`src/rtl/hazard_ctrl_unit.sv`:
```
// Pipeline hazard and stall controller.
// Decides, each cycle, which pipeline registers advance, hold or take a bubble
// for load-use hazards (int and float), taken branches, multi-cycle FP ops
// held in EXE, and data-memory wait. Control outputs are combinational from
// the current inputs and the FP sequencer state, and are forced low in reset.
module hazard_ctrl_unit #(
    parameter int FP_LAT = 4,   // total EXE occupancy of a multi-cycle FP op (2..16)
    parameter int CNT_W  = 32   // width of the stall_cycles counter
) (
    input  logic             clk,
    input  logic             rst_n,
    input  logic [4:0]       ID_rs1_addr,
    input  logic [4:0]       ID_rs2_addr,
    input  logic             ID_use_rs1,
    input  logic             ID_use_rs2,
    input  logic [4:0]       ID_frs1_addr,
    input  logic [4:0]       ID_frs2_addr,
    input  logic             ID_use_frs1,
    input  logic             ID_use_frs2,
    input  logic             EXE_MemRead,
    input  logic [4:0]       EXE_rd_addr,
    input  logic             EXE_RegWrite,
    input  logic             EXE_f_RegWrite,
    input  logic             EXE_branch_taken,
    input  logic             EXE_fp_start,
    input  logic             dmem_wait,
    output logic             pc_we,
    output logic             ifid_we,
    output logic             ifid_flush,
    output logic             idexe_we,
    output logic             idexe_flush,
    output logic             exemem_we,
    output logic             exemem_flush,
    output logic             memwb_we,
    output logic             fp_busy,
    output logic             fp_done,
    output logic [CNT_W-1:0] stall_cycles
);

    typedef enum logic {
        IDLE = 1'b0,
        BUSY = 1'b1
    } state_t;

    localparam logic [3:0] FP_INIT = 4'(FP_LAT - 2);

    state_t     state;
    logic [3:0] fp_cnt;
    logic       int_lu;
    logic       flt_lu;
    logic       load_use;
    logic       fp_stall;

    // Hazard detection: integer x0 never creates a dependency, float f0 does.
    always_comb begin
        int_lu = EXE_MemRead && EXE_RegWrite && (EXE_rd_addr != 5'd0) &&
                 ((ID_use_rs1 && (ID_rs1_addr == EXE_rd_addr)) ||
                  (ID_use_rs2 && (ID_rs2_addr == EXE_rd_addr)));
        flt_lu = EXE_MemRead && EXE_f_RegWrite &&
                 ((ID_use_frs1 && (ID_frs1_addr == EXE_rd_addr)) ||
                  (ID_use_frs2 && (ID_frs2_addr == EXE_rd_addr)));
        load_use = int_lu || flt_lu;
        fp_stall = ((state == IDLE) && EXE_fp_start && !dmem_wait) ||
                   ((state == BUSY) && (fp_cnt != 4'd0));
        fp_busy  = rst_n && (state == BUSY);
        fp_done  = rst_n && (state == BUSY) && (fp_cnt == 4'd0);
    end

    // FP sequencer: counts down the EXE occupancy; a finished op is held in
    // BUSY (fp_done high) while data memory stalls the pipeline.
    always_ff @(posedge clk or negedge rst_n) begin
        if (!rst_n) begin
            state  <= IDLE;
            fp_cnt <= '0;
        end else begin
            case (state)
                IDLE: begin
                    if (EXE_fp_start && !dmem_wait) begin
                        state  <= BUSY;
                        fp_cnt <= FP_INIT;
                    end
                end
                BUSY: begin
                    if (fp_cnt != 4'd0) begin
                        fp_cnt <= fp_cnt - 4'd1;
                    end else if (!dmem_wait) begin
                        state <= IDLE;
                    end
                end
                default: begin
                    state  <= IDLE;
                    fp_cnt <= '0;
                end
            endcase
        end
    end

    // Pipeline register control, priority: dmem_wait > fp_stall > branch > load-use.
    always_comb begin
        pc_we        = 1'b1;
        ifid_we      = 1'b1;
        ifid_flush   = 1'b0;
        idexe_we     = 1'b1;
        idexe_flush  = 1'b0;
        exemem_we    = 1'b1;
        exemem_flush = 1'b0;
        memwb_we     = 1'b1;
        if (!rst_n || dmem_wait) begin
            pc_we     = 1'b0;
            ifid_we   = 1'b0;
            idexe_we  = 1'b0;
            exemem_we = 1'b0;
            memwb_we  = 1'b0;
        end else if (fp_stall) begin
            pc_we        = 1'b0;
            ifid_we      = 1'b0;
            idexe_we     = 1'b0;
            exemem_flush = 1'b1;
        end else if (EXE_branch_taken) begin
            ifid_flush  = 1'b1;
            idexe_flush = 1'b1;
        end else if (load_use) begin
            pc_we       = 1'b0;
            ifid_we     = 1'b0;
            idexe_flush = 1'b1;
        end
    end

    // Performance counter: cycles in which the PC did not advance.
    always_ff @(posedge clk or negedge rst_n) begin
        if (!rst_n) begin
            stall_cycles <= '0;
        end else if (!pc_we) begin
            stall_cycles <= stall_cycles + CNT_W'(1);
        end
    end

endmodule

```
`config.mk`:
```
export PLATFORM = sky130hd
export DESIGN_NAME = hazard_ctrl_unit
export DESIGN_NICKNAME = d
export VERILOG_FILES = /design/src/rtl/hazard_ctrl_unit.sv
export SDC_FILE = /design/constraint.sdc
export NUM_CORES = 1
export LEC_CHECK = 0
export BUFFER_PORTS_ARGS = -buffer_cell sky130_fd_sc_hd__clkbuf_2
export CORE_ASPECT_RATIO = 0.5
export CORE_MARGIN = 2
export CORE_UTILIZATION = 40
export CTS_CLUSTER_SIZE = 8
export DETAILED_ROUTE_END_ITERATION = 8
export GPL_TIMING_DRIVEN = 0
export PLACE_DENSITY = 0.67
export SLEW_MARGIN = 20
export SYNTH_ARGS = -nofsm -noshare
export SYNTH_HDL_FRONTEND = slang
export SYNTH_SLANG_ARGS = --single-unit
```
`constraint.sdc`:
```
create_clock -name clk -period 5 [get_ports clk]
set_input_delay 0.25 -clock clk [delete_from_list [all_inputs] [get_ports clk]]
set_output_delay 0.25 -clock clk [all_outputs]
set_load 0.05 [all_outputs]
```
-- After elaboration in Yosys (flattened, before gate mapping)
Cells that the tools add are included.
- bits in read-only memories: 0
- output and inout bits: 42
- bits of input ports: 37
- memory bits (writable): 0
- latch bits: 0
- memories kept: 0
- bits in registers: 37
- shift-type cells: 0
- muxes and demuxes: 23
- $mul: 0
- div/mod/pow operators: 0
- $lt $le $gt $ge: 0
- reductions and logical operators: 26
- equal/unequal tests: 6
- add/subtract/negate cells: 2
- bitwise gates (word level): 1
- operators by type and width (cell ; number):
    $add 32x1->32 const B ; 1
    $eq 5x5->1 ; 4
    $mux 1 ; 19
    $logic_and 1x1->1 ; 15
    $mux 4 ; 2
    $pmux 4 s2 ; 1
    $logic_or 1x1->1 ; 5
    $reduce_bool 5->1 ; 1
    $logic_not 4->1 ; 1
    $ne 2x1->1 const B ; 2
    $reduce_bool 4->1 ; 1
    $sub 4x1->4 const B ; 1
    $logic_not 1->1 ; 2
    $pmux 1 s2 ; 1
    $reduce_and 2->1 ; 1
    $not 1->1 ; 1

-- Logic depth before layout (Yosys ltp)
- depth in word-level cells: 9
- depth in mapped cells: 10
- depth with buffers taken out: 9

-- Worst setup path before layout
No wires, ideal clock.
- path type: register to output
- start: register fp_cnt[0]
- end: output port pc_we
- buffers on the path: 2
- data required time: 4.750 ns
- slack: 2.115 ns
- cell stages (with the launch flop): 11
- arrival: 2.635 ns
- cell sequence: dfrtp_1 -> inv_1 -> ha_1 -> or3b_1 -> a21oi_2 -> nand2_1 -> inv_2 -> o21ai_2 -> buf_2 -> inv_1 -> buf_4
- word-level cells in the longest chain between the ends: 5
- RTL lines (element ; line ; text):
    start: declaration ; 48 ; logic [3:0] fp_cnt;
    start signal: assignment ; 85 ; fp_cnt <= fp_cnt - 4'd1;
    $reduce_bool 4->1 ; 64 ; ((state == BUSY) && (fp_cnt != 4'd0));
    $logic_and 1x1->1 ; 64 ;
    $logic_or 1x1->1 ; 63 ; fp_stall = ((state == IDLE) && EXE_fp_start && !dmem_wait) ||
    $mux 1 (2 in series) ; n/a ;
    end: declaration ; 27 ; output logic pc_we,
Every way passes these cells.

-- Worst setup path in the final report
- start: register fp_cnt[0]
- end: output port pc_we
- word-level cells in the longest chain between the ends: 5
- RTL lines (element ; line ; text):
    $reduce_bool 4->1 ; 64 ;
    $logic_and 1x1->1 ; 64 ;
    $logic_or 1x1->1 ; 63 ;
    $mux 1 ; 114 ; end else if (fp_stall) begin
    $mux 1 ; 108 ; if (!rst_n || dmem_wait) begin
Every way passes these cells.

==> metrics.md <==
| Metric | Value |
|---|---|
| CTS Sinks | `37` |
| Area leader, netlist | `dfrtp_1` |
| Syn Std Cell Area | `~2100 um^2` |
| RSZ-0062 raised after global routing | `false` |
| Required @ worst endpoint | `roughly 4.8 ns` |
| CP dominant cell by count | `inv_1` |
| Max-slew violations | `0` |
| First-pass GRT wire length | `7720 um` |
| Seq/Total Area, Yosys | `0.440` |
| Multi-input logic area | `1080 um^2` |
| Synth-to-Final Area Change | `25.6%` |
| Via count | `1783` |
| Yosys top cell area share | `0.440` |
| CTS tree | `done` |
| Net count, final | `335` |
| Top cells by area, synth | `dfrtp_1, xnor2_1, xor2_1` |
| Slowest CP cell | `or3b_1` |
| CTS HTree Levels | `2` |
| TNS Setup | `0 ns` |
| Layout cells sized above 1 | `0.332` |
| Core area | `5000 um^2` |
| M2 GR Usage | `0.276` |
| Clk Latency, worst-skew pair | `0.28 ns` |
| Ys flop type | `dfrtp_1` |
| Number of hold violations in the final report | `0` |
| Synth async-reset ratio | `1.00` |
| Top post-synthesis cells by count | `xnor2_1, dfrtp_1, nand2_1, nand4_1` |
| HPWL after DPL | `3550 um` |
| Crit end category | `output port` |
| Post-CTS setup repair buffer count | `0` |
| CP Cell Sequence | `inv_1 -> ha_1 -> or3b_1 -> a21oi_2 -> nand2_1 -> inv_2 -> o21ai_2 -> buf_2 -> inv_1 -> buf_4 -> clkbuf_2` |
| Detailed Routing Iterations Pass 1 | `4` |
| CTS Buffer Depth | `2` |
| M3 GR Usage | `0.0366` |
| Final worst path period share | `0.600` |
| Post-Place Worst Slack | `around 2.3 ns` |
| GR Util met1 | `0.209` |
| Final worst slack | `2.00 ns` |
| Most frequent cell after synthesis | `xnor2_1` |
| CP max stage delay | `0.43 ns` |
| Yosys cell types | `33` |
| #FFs+latches synth | `37` |
| WHS | `0.103 ns` |
| Dpl cells | `between 300 and 400` |
| Site row count | `18` |
| Port bufs | `73` |
| DRT iter0 DRCs | `44` |
| Max cap viols | `0` |
| Worst Max-Slew Pin Slew | `0.959 ns` |
| Post-CTS sizing | `0` |
| Vias per inst | `4.88` |
| Yosys warns | `0` |
| Routed wire per std cell | `12.6 um` |
| Max Freq | `between 0.3 and 0.4 GHz` |
| Starting density of the core | `0.421` |
| Register area | `around 900 um^2` |
| Global-route usage over all layers | `0.163` |
| Slew headroom | `0.361` |
| Syn avg cell area | `9.78 um^2` |
| Busiest layer in global routing | `met2` |
| Routed WL | `around 4600 um` |
| Startpoint Class | `register` |
| Largest net degree at the start of global routing | `40` |
| Clock Skew | `0.00232 ns` |
| # fillers | `about 480` |
| Kind of critical path | `reg2out` |
| Crit-path leading delay family | `buffers and inverters` |
| Hold Buf Count CTS | `0` |
| Crit path time final | `about 3 ns` |
| DIE AREA | `5890 um^2` |
| # setup viols final | `0` |
| Status | `finished clean` |
| Inserted Diodes | `0` |
| Routability cong. | `0.775` |
| Post-synthesis cell count | `215` |
| Clock root cell | `clkbuf_8` |
| Post-Syn Nets | `255` |
| Overall power consumption | `~0.0011 W` |
| Non-filler instance count after layout | `approximately 370` |
| Chip width | `107 um` |
| Power per cell area | `403 nW/um^2` |
| Antenna violations before repair | `0` |
| Min-Delay Path Class | `in2async` |
| Peak VDD IR | `0.000231 V` |
| DR DRC count | `0` |
| Critical path arrival | `2.75 ns` |
| Vias in the first global route | `approximately 1700` |
| Worst-path fanout max | `10` |
| Die height | `55.3 um` |
| Post-synth EDFFs | `0` |
| Critical path buffers and inverters | `6` |
| Antenna Nets Post-Route | `0` |
| Lkg Pwr | `1.30 nW` |
| Clock-pin slew on the worst setup and hold paths | `around 0.070 ns` |
| Gr ovfl total | `0` |
| IO Pins | `79` |
| TritonCTS buffer count | `5` |
-- power breakdown --
part / internal (W) / switching, W / total (W)
clock: 0.000109 / 0.0000991 / 0.000208
combinational: 0.000141 / 0.000303 / 0.000444
sequential: 0.000353 / 0.0000585 / 0.000412
-- logic make-up (layout without fill, tap and decap cells) --
kind of cell    Yosys count  in the layout  synth area share
flops                    37             37             0.440
simple gates             92             92             0.239
xor+xnor                 53             53             0.221
fa+ha+maj                 3              3            0.0178
compound gates           10             10            0.0321
mux                       1              1           0.00535
buf+inv                  19             99            0.0446
-- per-stage QoR --
step	cell area, um^2	util
after floorplan	2100	-
after global placement	2560	0.511
after detailed placement	2560	0.511
after CTS	2640	0.529
after global routing	2640	0.529
final	2640	0.529
-- final cells by class --
type / instances / share of cell area
inverters: 8 / 0.0114
clock buffers: 7 / 0.0327
multi-input cells: 159 / 0.410
well taps: 70 / 0.0331
plain buffers: 11 / 0.0241
flip-flops and latches: 37 / 0.350
repair buffers: 73 / 0.138
-- path summary, 6_finish.rpt --
kind	endpoint	cells after the start	from	slack, ns
hold reg to reg	stall_cycles[31]	1	stall_cycles[31]	0.49
max in group asynchronous	stall_cycles[18]	1	rst_n	4.30
setup reg to reg	stall_cycles[20]	10	fp_cnt[0]	2.55
min in group clk	state	3	dmem_wait	0.21
hold / removal	stall_cycles[7]	1	rst_n	0.10
setup / recovery	pc_we	11	fp_cnt[0]	2.00
-- registers in the layout, summed over array words and instances (netlist names) --
signal,flops
stall_cycles,32
fp_cnt,4
state,1
-- cell usage in the layout (no fill, tap or decap), types with 3 or more instances in the layout --
master / netlist / layout
ha_1: 3 / 3
buf_2: 6 / 6
nand2_1: 21 / 21
nor2_1: 14 / 14
dfrtp_1: 37 / 37
nor3_2: 5 / 5
xnor2_1: 39 / 39
clkbuf_2: 0 / 73
inv_1: 7 / 7
nand4_1: 15 / 15
nand3_1: 14 / 14
clkbuf_1: 2 / 3
clkbuf_8: 0 / 6
xor2_1: 14 / 14
nor3_1: 4 / 4
and3_1: 6 / 6
-- layer usage --
metal	vias up	part of all wire
li1	881	-
met1	849	0.45
met2	44	0.49
met3	9	0.050
met4	0	0.014
met5	-	0
No activity file was read; power rests on OpenSTA's default activity.
